File: src/rtl/mem_cmd_master.sv
// ---------------------------------------------------------------------------
// mem_cmd_master
//
// Bus initiator for the peripheral mem_cmd/mem_rsp bus. Takes one CPU-side
// 32-bit read or write request at a time. Address bits [15:12] are decoded
// into a one-hot peripheral select. The block issues one bus command, waits
// for read data when needed, and returns exactly one response per request.
//
// Optional build macro: MEM_CMD_TIMEOUT_EN
//   When it is defined, a read CMD that sees no mem_rsp_ready within
//   TIMEOUT_CYCLES cycles ends with an error response.
//   When it is undefined, a read waits indefinitely.
//
// Parameters
//   NR_PERIPHS      number of select lines (1..16)
//   TIMEOUT_CYCLES  read wait limit in cycles (1..65535); timeout build only
//
// Ports
//   clk            clock
//   reset_         asynchronous, active-low reset
//   cpu_req_valid  request present
//   cpu_req_ready  request accepted when valid && ready
//   cpu_req_wr     1 = write, 0 = read
//   cpu_req_addr   byte address: [15:12] peripheral index, [11:0] offset
//   cpu_req_wdata  write data
//   cpu_rsp_valid  one-cycle response strobe (no backpressure)
//   cpu_rsp_rdata  read data; 0 for writes and errors
//   cpu_rsp_err    unmapped index or timeout
//   mem_cmd_sel    one-hot peripheral select
//   mem_cmd_valid  command valid
//   mem_cmd_wr     write flag
//   mem_cmd_addr   register offset
//   mem_cmd_wdata  write data
//   mem_rsp_rdata  OR-combined read data from the responders
//   mem_rsp_ready  OR-combined read-complete flag from the responders
// ---------------------------------------------------------------------------
module mem_cmd_master #(
    parameter int NR_PERIPHS     = 4,
    parameter int TIMEOUT_CYCLES = 255
) (
    input  logic                  clk,
    input  logic                  reset_,
    input  logic                  cpu_req_valid,
    output logic                  cpu_req_ready,
    input  logic                  cpu_req_wr,
    input  logic [31:0]           cpu_req_addr,
    input  logic [31:0]           cpu_req_wdata,
    output logic                  cpu_rsp_valid,
    output logic [31:0]           cpu_rsp_rdata,
    output logic                  cpu_rsp_err,
    output logic [NR_PERIPHS-1:0] mem_cmd_sel,
    output logic                  mem_cmd_valid,
    output logic                  mem_cmd_wr,
    output logic [11:0]           mem_cmd_addr,
    output logic [31:0]           mem_cmd_wdata,
    input  logic [31:0]           mem_rsp_rdata,
    input  logic                  mem_rsp_ready
);

    typedef enum logic [1:0] {
        ST_IDLE = 2'd0,
        ST_CMD  = 2'd1,
        ST_RSP  = 2'd2
    } state_t;

    // Widened to 5 bits so that NR_PERIPHS = 16 still compares correctly.
    localparam logic [4:0] NR_PERIPHS_W = 5'(NR_PERIPHS);

    // ------------------------------------------------------------------
    // State and output registers
    // ------------------------------------------------------------------
    state_t                  r_state;
    logic                    r_req_ready;
    logic                    r_rsp_valid;
    logic [31:0]             r_rsp_rdata;
    logic                    r_rsp_err;
    logic [NR_PERIPHS-1:0]   r_cmd_sel;
    logic                    r_cmd_valid;
    logic                    r_cmd_wr;
    logic [11:0]             r_cmd_addr;
    logic [31:0]             r_cmd_wdata;

    state_t                  w_state_next;
    logic                    w_req_ready_next;
    logic                    w_rsp_valid_next;
    logic [31:0]             w_rsp_rdata_next;
    logic                    w_rsp_err_next;
    logic [NR_PERIPHS-1:0]   w_cmd_sel_next;
    logic                    w_cmd_valid_next;
    logic                    w_cmd_wr_next;
    logic [11:0]             w_cmd_addr_next;
    logic [31:0]             w_cmd_wdata_next;

`ifdef MEM_CMD_TIMEOUT_EN
    localparam logic [15:0] TIMEOUT_LAST = 16'(TIMEOUT_CYCLES - 1);
    logic [15:0]             r_wait_cnt;
    logic [15:0]             w_wait_cnt_next;
    // Only the address bits above the peripheral index are unused.
    logic                    w_unused_bits;
    assign w_unused_bits = ^cpu_req_addr[31:16];
`else
    // With no timeout, neither the upper address bits nor the limit are used.
    logic                    w_unused_bits;
    assign w_unused_bits = ^{cpu_req_addr[31:16], 16'(TIMEOUT_CYCLES)};
`endif

    // ------------------------------------------------------------------
    // Request decode
    // ------------------------------------------------------------------
    logic [3:0]              w_req_idx;
    logic                    w_req_mapped;
    logic                    w_handshake;
    logic [NR_PERIPHS-1:0]   w_sel_dec;

    assign w_req_idx    = cpu_req_addr[15:12];
    assign w_req_mapped = ({1'b0, w_req_idx} < NR_PERIPHS_W);
    assign w_handshake  = cpu_req_valid & r_req_ready;

    // One comparator per select line. An out-of-range index leaves every
    // line low, but that case never reaches CMD anyway.
    generate
        for (genvar gi = 0; gi < NR_PERIPHS; gi++) begin : g_sel_dec
            assign w_sel_dec[gi] = (w_req_idx == 4'(gi));
        end
    endgenerate

    // ------------------------------------------------------------------
    // Next-state and next-output logic
    // ------------------------------------------------------------------
    always_comb begin
        // Strobes default low. Data/command fields default to holding,
        // so they keep their value between transactions.
        w_state_next     = r_state;
        w_req_ready_next = 1'b0;
        w_rsp_valid_next = 1'b0;
        w_rsp_rdata_next = r_rsp_rdata;
        w_rsp_err_next   = r_rsp_err;
        w_cmd_sel_next   = '0;
        w_cmd_valid_next = 1'b0;
        w_cmd_wr_next    = r_cmd_wr;
        w_cmd_addr_next  = r_cmd_addr;
        w_cmd_wdata_next = r_cmd_wdata;
`ifdef MEM_CMD_TIMEOUT_EN
        w_wait_cnt_next  = r_wait_cnt;
`endif

        case (r_state)
            ST_IDLE: begin
                if (w_handshake) begin
                    if (w_req_mapped) begin
                        w_state_next     = ST_CMD;
                        w_cmd_valid_next = 1'b1;
                        w_cmd_sel_next   = w_sel_dec;
                        w_cmd_wr_next    = cpu_req_wr;
                        w_cmd_addr_next  = cpu_req_addr[11:0];
                        w_cmd_wdata_next = cpu_req_wdata;
`ifdef MEM_CMD_TIMEOUT_EN
                        w_wait_cnt_next  = 16'd0;
`endif
                    end else begin
                        // Unmapped index: answer straight away with an
                        // error and leave the bus untouched.
                        w_state_next     = ST_RSP;
                        w_rsp_valid_next = 1'b1;
                        w_rsp_err_next   = 1'b1;
                        w_rsp_rdata_next = 32'd0;
                    end
                end else begin
                    w_req_ready_next = 1'b1;
                end
            end

            ST_CMD: begin
                if (r_cmd_wr) begin
                    // A write takes exactly one command cycle; ready is
                    // not expected from responders on writes.
                    w_state_next     = ST_RSP;
                    w_rsp_valid_next = 1'b1;
                    w_rsp_err_next   = 1'b0;
                    w_rsp_rdata_next = 32'd0;
                end else if (mem_rsp_ready) begin
                    // Ready is checked before the timeout, so data that
                    // arrives in the last allowed cycle still wins.
                    w_state_next     = ST_RSP;
                    w_rsp_valid_next = 1'b1;
                    w_rsp_err_next   = 1'b0;
                    w_rsp_rdata_next = mem_rsp_rdata;
                end else begin
`ifdef MEM_CMD_TIMEOUT_EN
                    // r_wait_cnt holds (cycles in CMD - 1). When it hits
                    // TIMEOUT_LAST, this is the final permitted cycle.
                    if (r_wait_cnt == TIMEOUT_LAST) begin
                        w_state_next     = ST_RSP;
                        w_rsp_valid_next = 1'b1;
                        w_rsp_err_next   = 1'b1;
                        w_rsp_rdata_next = 32'd0;
                    end else begin
                        w_wait_cnt_next  = r_wait_cnt + 16'd1;
                        w_cmd_valid_next = 1'b1;
                        w_cmd_sel_next   = r_cmd_sel;
                    end
`else
                    w_cmd_valid_next = 1'b1;
                    w_cmd_sel_next   = r_cmd_sel;
`endif
                end
            end

            ST_RSP: begin
                w_state_next     = ST_IDLE;
                w_req_ready_next = 1'b1;
            end

            default: begin
                w_state_next     = ST_IDLE;
                w_req_ready_next = 1'b1;
            end
        endcase
    end

    // ------------------------------------------------------------------
    // Registers
    // ------------------------------------------------------------------
    always_ff @(posedge clk or negedge reset_) begin
        if (!reset_) begin
            r_state     <= ST_IDLE;
            r_req_ready <= 1'b1;
            r_rsp_valid <= 1'b0;
            r_rsp_rdata <= 32'd0;
            r_rsp_err   <= 1'b0;
            r_cmd_sel   <= '0;
            r_cmd_valid <= 1'b0;
            r_cmd_wr    <= 1'b0;
            r_cmd_addr  <= 12'd0;
            r_cmd_wdata <= 32'd0;
`ifdef MEM_CMD_TIMEOUT_EN
            r_wait_cnt  <= 16'd0;
`endif
        end else begin
            r_state     <= w_state_next;
            r_req_ready <= w_req_ready_next;
            r_rsp_valid <= w_rsp_valid_next;
            r_rsp_rdata <= w_rsp_rdata_next;
            r_rsp_err   <= w_rsp_err_next;
            r_cmd_sel   <= w_cmd_sel_next;
            r_cmd_valid <= w_cmd_valid_next;
            r_cmd_wr    <= w_cmd_wr_next;
            r_cmd_addr  <= w_cmd_addr_next;
            r_cmd_wdata <= w_cmd_wdata_next;
`ifdef MEM_CMD_TIMEOUT_EN
            r_wait_cnt  <= w_wait_cnt_next;
`endif
        end
    end

    assign cpu_req_ready = r_req_ready;
    assign cpu_rsp_valid = r_rsp_valid;
    assign cpu_rsp_rdata = r_rsp_rdata;
    assign cpu_rsp_err   = r_rsp_err;
    assign mem_cmd_sel   = r_cmd_sel;
    assign mem_cmd_valid = r_cmd_valid;
    assign mem_cmd_wr    = r_cmd_wr;
    assign mem_cmd_addr  = r_cmd_addr;
    assign mem_cmd_wdata = r_cmd_wdata;

endmodule

File: config.mk
export PLATFORM = sky130hd
export DESIGN_NAME = mem_cmd_master
export DESIGN_NICKNAME = d
export VERILOG_FILES = /design/src/rtl/mem_cmd_master.sv
export SDC_FILE = /design/constraint.sdc
export NUM_CORES = 1
export LEC_CHECK = 0
export BUFFER_PORTS_ARGS = -buffer_cell sky130_fd_sc_hd__buf_4
export CORE_UTILIZATION = 45
export DETAILED_ROUTE_END_ITERATION = 16
export GPL_TIMING_DRIVEN = 0
export PLACE_DENSITY = 0.8
export SLEW_MARGIN = 10
export SYNTH_ARGS = -nofsm -noshare
export SYNTH_HDL_FRONTEND = slang
export SYNTH_SLANG_ARGS = --single-unit
File: constraint.sdc
create_clock -name clk -period 1.9 [get_ports clk]
set_input_delay 0.19 -clock clk [delete_from_list [all_inputs] [get_ports clk]]
set_output_delay 0.19 -clock clk [all_outputs]
set_load 0.005 [all_outputs]
# --- Word level (Yosys, flattened, before mapping) ---
# Cells that the tools add are included.
word_totals:
  reg_bits: 87
  out_inout_bits: 85
  input_bits: 101
  word_cells: 57
classes:
  n_reduce_logical: 6
  magnitude_cmp: 1
  n_eq_ne: 7
  bitwise_logic: 1
  n_mux: 32
ops:
  columns: ["operator", "count"]
  rows:
  - ["32-bit two-way mux", 4]
  - ["32-bit one-hot mux with 2 select lines", 1]
  - ["4-bit two-way mux", 4]
  - ["1-bit two-way mux", 13]
  - ["4-bit by 2-bit == test with 1-bit output, second input constant", 2]
  - ["2-bit two-way mux", 4]
  - ["1-bit one-hot mux with 2 select lines", 4]
  - ["4-bit one-hot mux with 2 select lines", 1]
  - ["4-bit by 1-bit == test with 1-bit output, second input constant", 1]
  - ["4-bit zero test", 1]
  - ["4-bit by 3-bit < comparator with 1-bit output, second input constant", 1]
  - ["2-bit inequality test, second input constant", 2]
  - ["2-bit one-hot mux with 2 select lines", 1]
  - ["4-bit AND reduction", 1]
  - ["3-bit inequality test, second input constant", 1]
  - ["3-bit AND reduction", 1]
  - ["2-bit by 1-bit == test with 1-bit output, second input constant", 1]
  - ["2-bit zero test", 1]
  - ["2-bit AND reduction", 1]
  - ["2-bit nonzero test", 1]
  - ["1-bit AND", 1]

# --- Logic depth before layout (Yosys ltp) ---
logic_depth:
  word_depth: 4
  depth_mapped: 4
  mapped_depth_nobuf: 3

# --- Least setup slack after synthesis ---
# Ideal clock, no wire load.
synth_timing:
  path_kind: "register to register"
  from: "register r_req_ready, in the netlist cpu_req_ready"
  to: "register r_cmd_addr[3], in the netlist mem_cmd_addr[3]"
  slack_ns: 0.318
  path_buffers: 1
  arrival_time_ns: 1.457
  required_ns: 1.775
  period_less_slack_ns: 1.582
  setup_time_ns: 0.125
  path_stages_with_launch: 5
  path_cell_list: "dfstp_2 > nand4bb_4 > nor3_4 > buf_2 > mux2_2"
synth_via:
  elab_chain_len: 2
synth_lines:
  columns: ["item", "line", "source"]
  rows:
  - ["from (decl)", "73", "logic r_req_ready;"]
  - ["from (signal assigned)", "241", "r_req_ready <= w_req_ready_next;"]
  - ["1-bit AND", "117", "assign w_handshake = cpu_req_valid & r_req_ready;"]
  - ["3-bit AND reduction (no line)", null, null]
  - ["to (signal assigned)", "248", "r_cmd_addr <= w_cmd_addr_next;"]
  - ["to (decl)", "80", "logic [11:0] r_cmd_addr;"]
# No other way between the ends.
# A chain may end at the register's enable or synchronous reset.

# --- Worst setup path in the final report ---
layout_timing:
  from: "register r_req_ready, in the netlist cpu_req_ready"
  to: "register r_cmd_addr[6], in the netlist mem_cmd_addr[6]"
# Same word-level chain as after synthesis.

==> flow_metrics.py <==
metrics = {
    "cts": {
        "cts_hold_buffers": 0,
        "numCtsBuffers": 9,
        "cts_tree": "built",
        "cts-root-buf": "clkbuf_8",
        "clk_pin_slew_ns": 0.09,
        "cts_max_level": 3,
        "cts_max_path_buffers": 2,
        "cts_sinks": 87,
        "insertion_delay_ns": 0.35,
    },
    "finish": {
        "area_delta_synth_final_pct": 46.2,
        "final_nets": 543,
        "multi_input_area_mm2": 0.00111,
        "drive_above_1_share": 0.550,
        "regArea_mm2": 0.00218,
        "fillers": 564,
        "n_antenna_cell": 0,
    },
    "critical_path": {
        "cp-startpoint": "cpu_req_ready",
        "startpoint_type": "flip-flop",
        "worstPathRequired_ns": 2.12,
        "worst_setup_path_end_kind": "flip-flop",
        "path_class": "flip-flop to flip-flop",
        "crit_arrival_ns": 2.01,
        "crit_fanout": 10,
        "r2r-start": "cpu_req_ready",
    },
    "min_path": {
        "min_path_type": "input pin to async pin",
    },
    "run_status": {
        "violations": "negative hold slack",
        "status": "finished, violations left",
    },
    "floorplanning": {
        "die_w_um": 90.1,
        "core_mm2": 0.00737,
        "initial_utilization": 0.474,
        "ios": 186,
        "core.rowCount": 31,
        "die_h_um": 90.1,
        "dieArea_mm2": 0.00811,
    },
    "timing": {
        "final-max-slew-violation-count": 0,
        "maxSlewHeadroom": 0.279,
        "setup_viol": 0,
        "rsz0062_at_grt": "false",
        "hold_viol_final": 5,
        "period_minus_slack_ns": 1.79,
        "tightestPinTransition_ns": 1.08,
        "fmax_ghz": 0.560,
        "finClkSkew_ns": 0.0157,
        "tns_ns": 0,
        "post-route-period-util": 0.940,
        "fin_hold_ws_ns": -0.00906,
        "finalWorstSetupSlack_ns": 0.115,
    },
    "global_route": {
        "grt_pass1_wl_mm": 12.5,
        "grt_usage": 0.196,
        "first_global_vias": 2626,
        "antenna_found_initial": 0,
        "grt_start_max_net_pins": 88,
        "grt_overflow_total": 0,
    },
    "detailed_routing": {
        "num_vias": 2594,
        "wl_mm": 7.80,
        "drt_iter0_markers": 54,
        "drtAntennaViolNets": 0,
        "viasPerCell": 4.75,
        "firstDrtPassIters": 4,
        "remaining_drc_errors": 0,
        "wl_per_cell_um": 14.3,
    },
    "power_and_ir_drop": {
        "p_sw_mw": 1.67,
        "switching_share": 0.270,
        "clkPwrFrac": 0.220,
        "internal-power_mw": 4.51,
        "p_per_area_mw_per_mm2": 1210,
        "pwr-share-comb": 0.331,
        "p_seq_frac": 0.449,
        "ir_drop_uv": 750,
        "p_leak_nw": 2.51,
    },
    "synth": {
        "synth_nets": 361,
        "yosysUniqueCellTypes": 21,
        "synth_area_mm2": 0.00349,
        "ys_seq_area_frac": 0.624,
        "yosys_warnings": 0,
        "netlist_instances": 260,
        "syn_avg_cell_area_um2": 13.4,
        "ys_seq_elements": 87,
    },
    "placed_design": {
        "io_buffers": 169,
        "dpl.hpwl_mm": 5.75,
        "post-place-ws_ns": 0.0865,
        "place_congestion": 0.752,
    },
    "run": {
        "cap_violations": 0,
    },
}
power groups by stage:
stage               Combinational (mW)  Clock, mW  Sequential [mW]
finish                            2.05       1.36             2.78
global route                      2.20       1.47             2.85
CTS                               2.07       1.40             2.78
detailed placement                2.07          0             2.81
global placement                  2.02          0             2.77
floorplan                        0.772          0             2.83
flip-flops by register name, summed over array words and instances (netlist names), 2 cells and up:
name           cells
mem_cmd_sel        4
mem_cmd_wdata     32
cpu_rsp_rdata     32
r_state            2
mem_cmd_addr      12
cell usage in the layout, fill, tap and decap left out, types with 2 or more instances in the layout:
cell	netlist	routed
a32o_1	4	4
buf_2	4	4
buf_4	7	178
bufinv_16	0	2
clkbuf_1	0	2
clkbuf_8	0	9
clkinv_2	0	3
dfrtp_1	86	86
inv_1	34	34
mux2_1	2	2
mux2_2	43	43
mux2i_1	32	32
nand2_1	32	32
nor2_1	3	3
or2_2	3	3
worst max-delay path, cell delays in order, from the launching register on:
cell and delay, ns:
dfstp_2 0.57, nand4bb_4 0.15, nor3_4 0.21, buf_4 0.15, buf_2 0.22, mux2_2 0.36
synth_stat cells:
cell	number	share of area
nor3_1	1	0.0014
o22a_1	1	0.0025
nand4bb_4	1	0.0079
nor2_1	3	0.0032
a21oi_1	1	0.0014
mux2_2	43	0.14
o22ai_2	1	0.0036
buf_2	4	0.0057
buf_4	7	0.015
nand2_1	32	0.034
mux2i_1	32	0.092
mux2_1	2	0.0065
dfstp_2	1	0.0075
nor3_4	1	0.0047
o22ai_1	1	0.0018
nand2b_1	1	0.0018
or2_2	3	0.0054
a32o_1	4	0.011
inv_1	34	0.037
dfrtp_1	86	0.62
nor3b_1	1	0.0022
metrics by stage:
step / hold slack [ns] / total power [mW] / cell area [µm²] / utilization / cells
global placement: 0.414 / 4.79 / 4880 / 0.663 / 528
global route: 0.0613 / 6.52 / 5100 / 0.693 / 546
floorplan: -0.106 / 3.60 / 3490 / - / 260
detailed placement: 0.420 / 4.88 / 4880 / 0.663 / 528
CTS: 0.0558 / 6.26 / 5090 / 0.691 / 544
finish: -0.00906 / 6.19 / 5100 / 0.693 / 546
logic make-up after synthesis:
kind of cell / after synthesis / synth area share
buffers and inverters: 45 / 0.0573
multiplexers: 77 / 0.237
AO/OA/AOI/OAI: 8 / 0.0208
flip-flops: 87 / 0.624
AND/OR/NAND/NOR: 43 / 0.0609
timing repair:
| item | 4_1_cts | 5_1_grt |
|---|---|---|
| gates resized for setup | 0 | 0 |
| endpoints found under the setup margin | 0 | 2 |
| buffers inserted | 0 | 2 |
layer usage:
layer	track usage	share of wire
met4	0.0820	0.025
met1	0.255	0.43
met2	0.314	0.48
met3	0.0474	0.064
met5	0	0
final timing paths:
path	to	cells after the start	slack, ns
worst max register to register	mem_cmd_addr[6]	5	0.11
min in group clk	mem_cmd_addr[4]	2	0.07
worst min register to register	mem_cmd_wdata[16]	1	0.50
worst min-delay path	cpu_rsp_rdata[9]	1	-0.009
worst max-delay path	mem_cmd_addr[6]	5	0.11
max in group asynchronous	cpu_rsp_rdata[12]	1	1.15
area by class of cell:
cell class / count / area share
buffer: 11 / 0.0142
clock buffer: 11 / 0.0257
clock inverter: 5 / 0.0147
inverter: 34 / 0.0250
multi-input combinational: 128 / 0.218
sequential: 87 / 0.427
tap: 99 / 0.0243
timing repair buffer: 171 / 0.251
No activity file was read; power rests on OpenSTA's default activity.
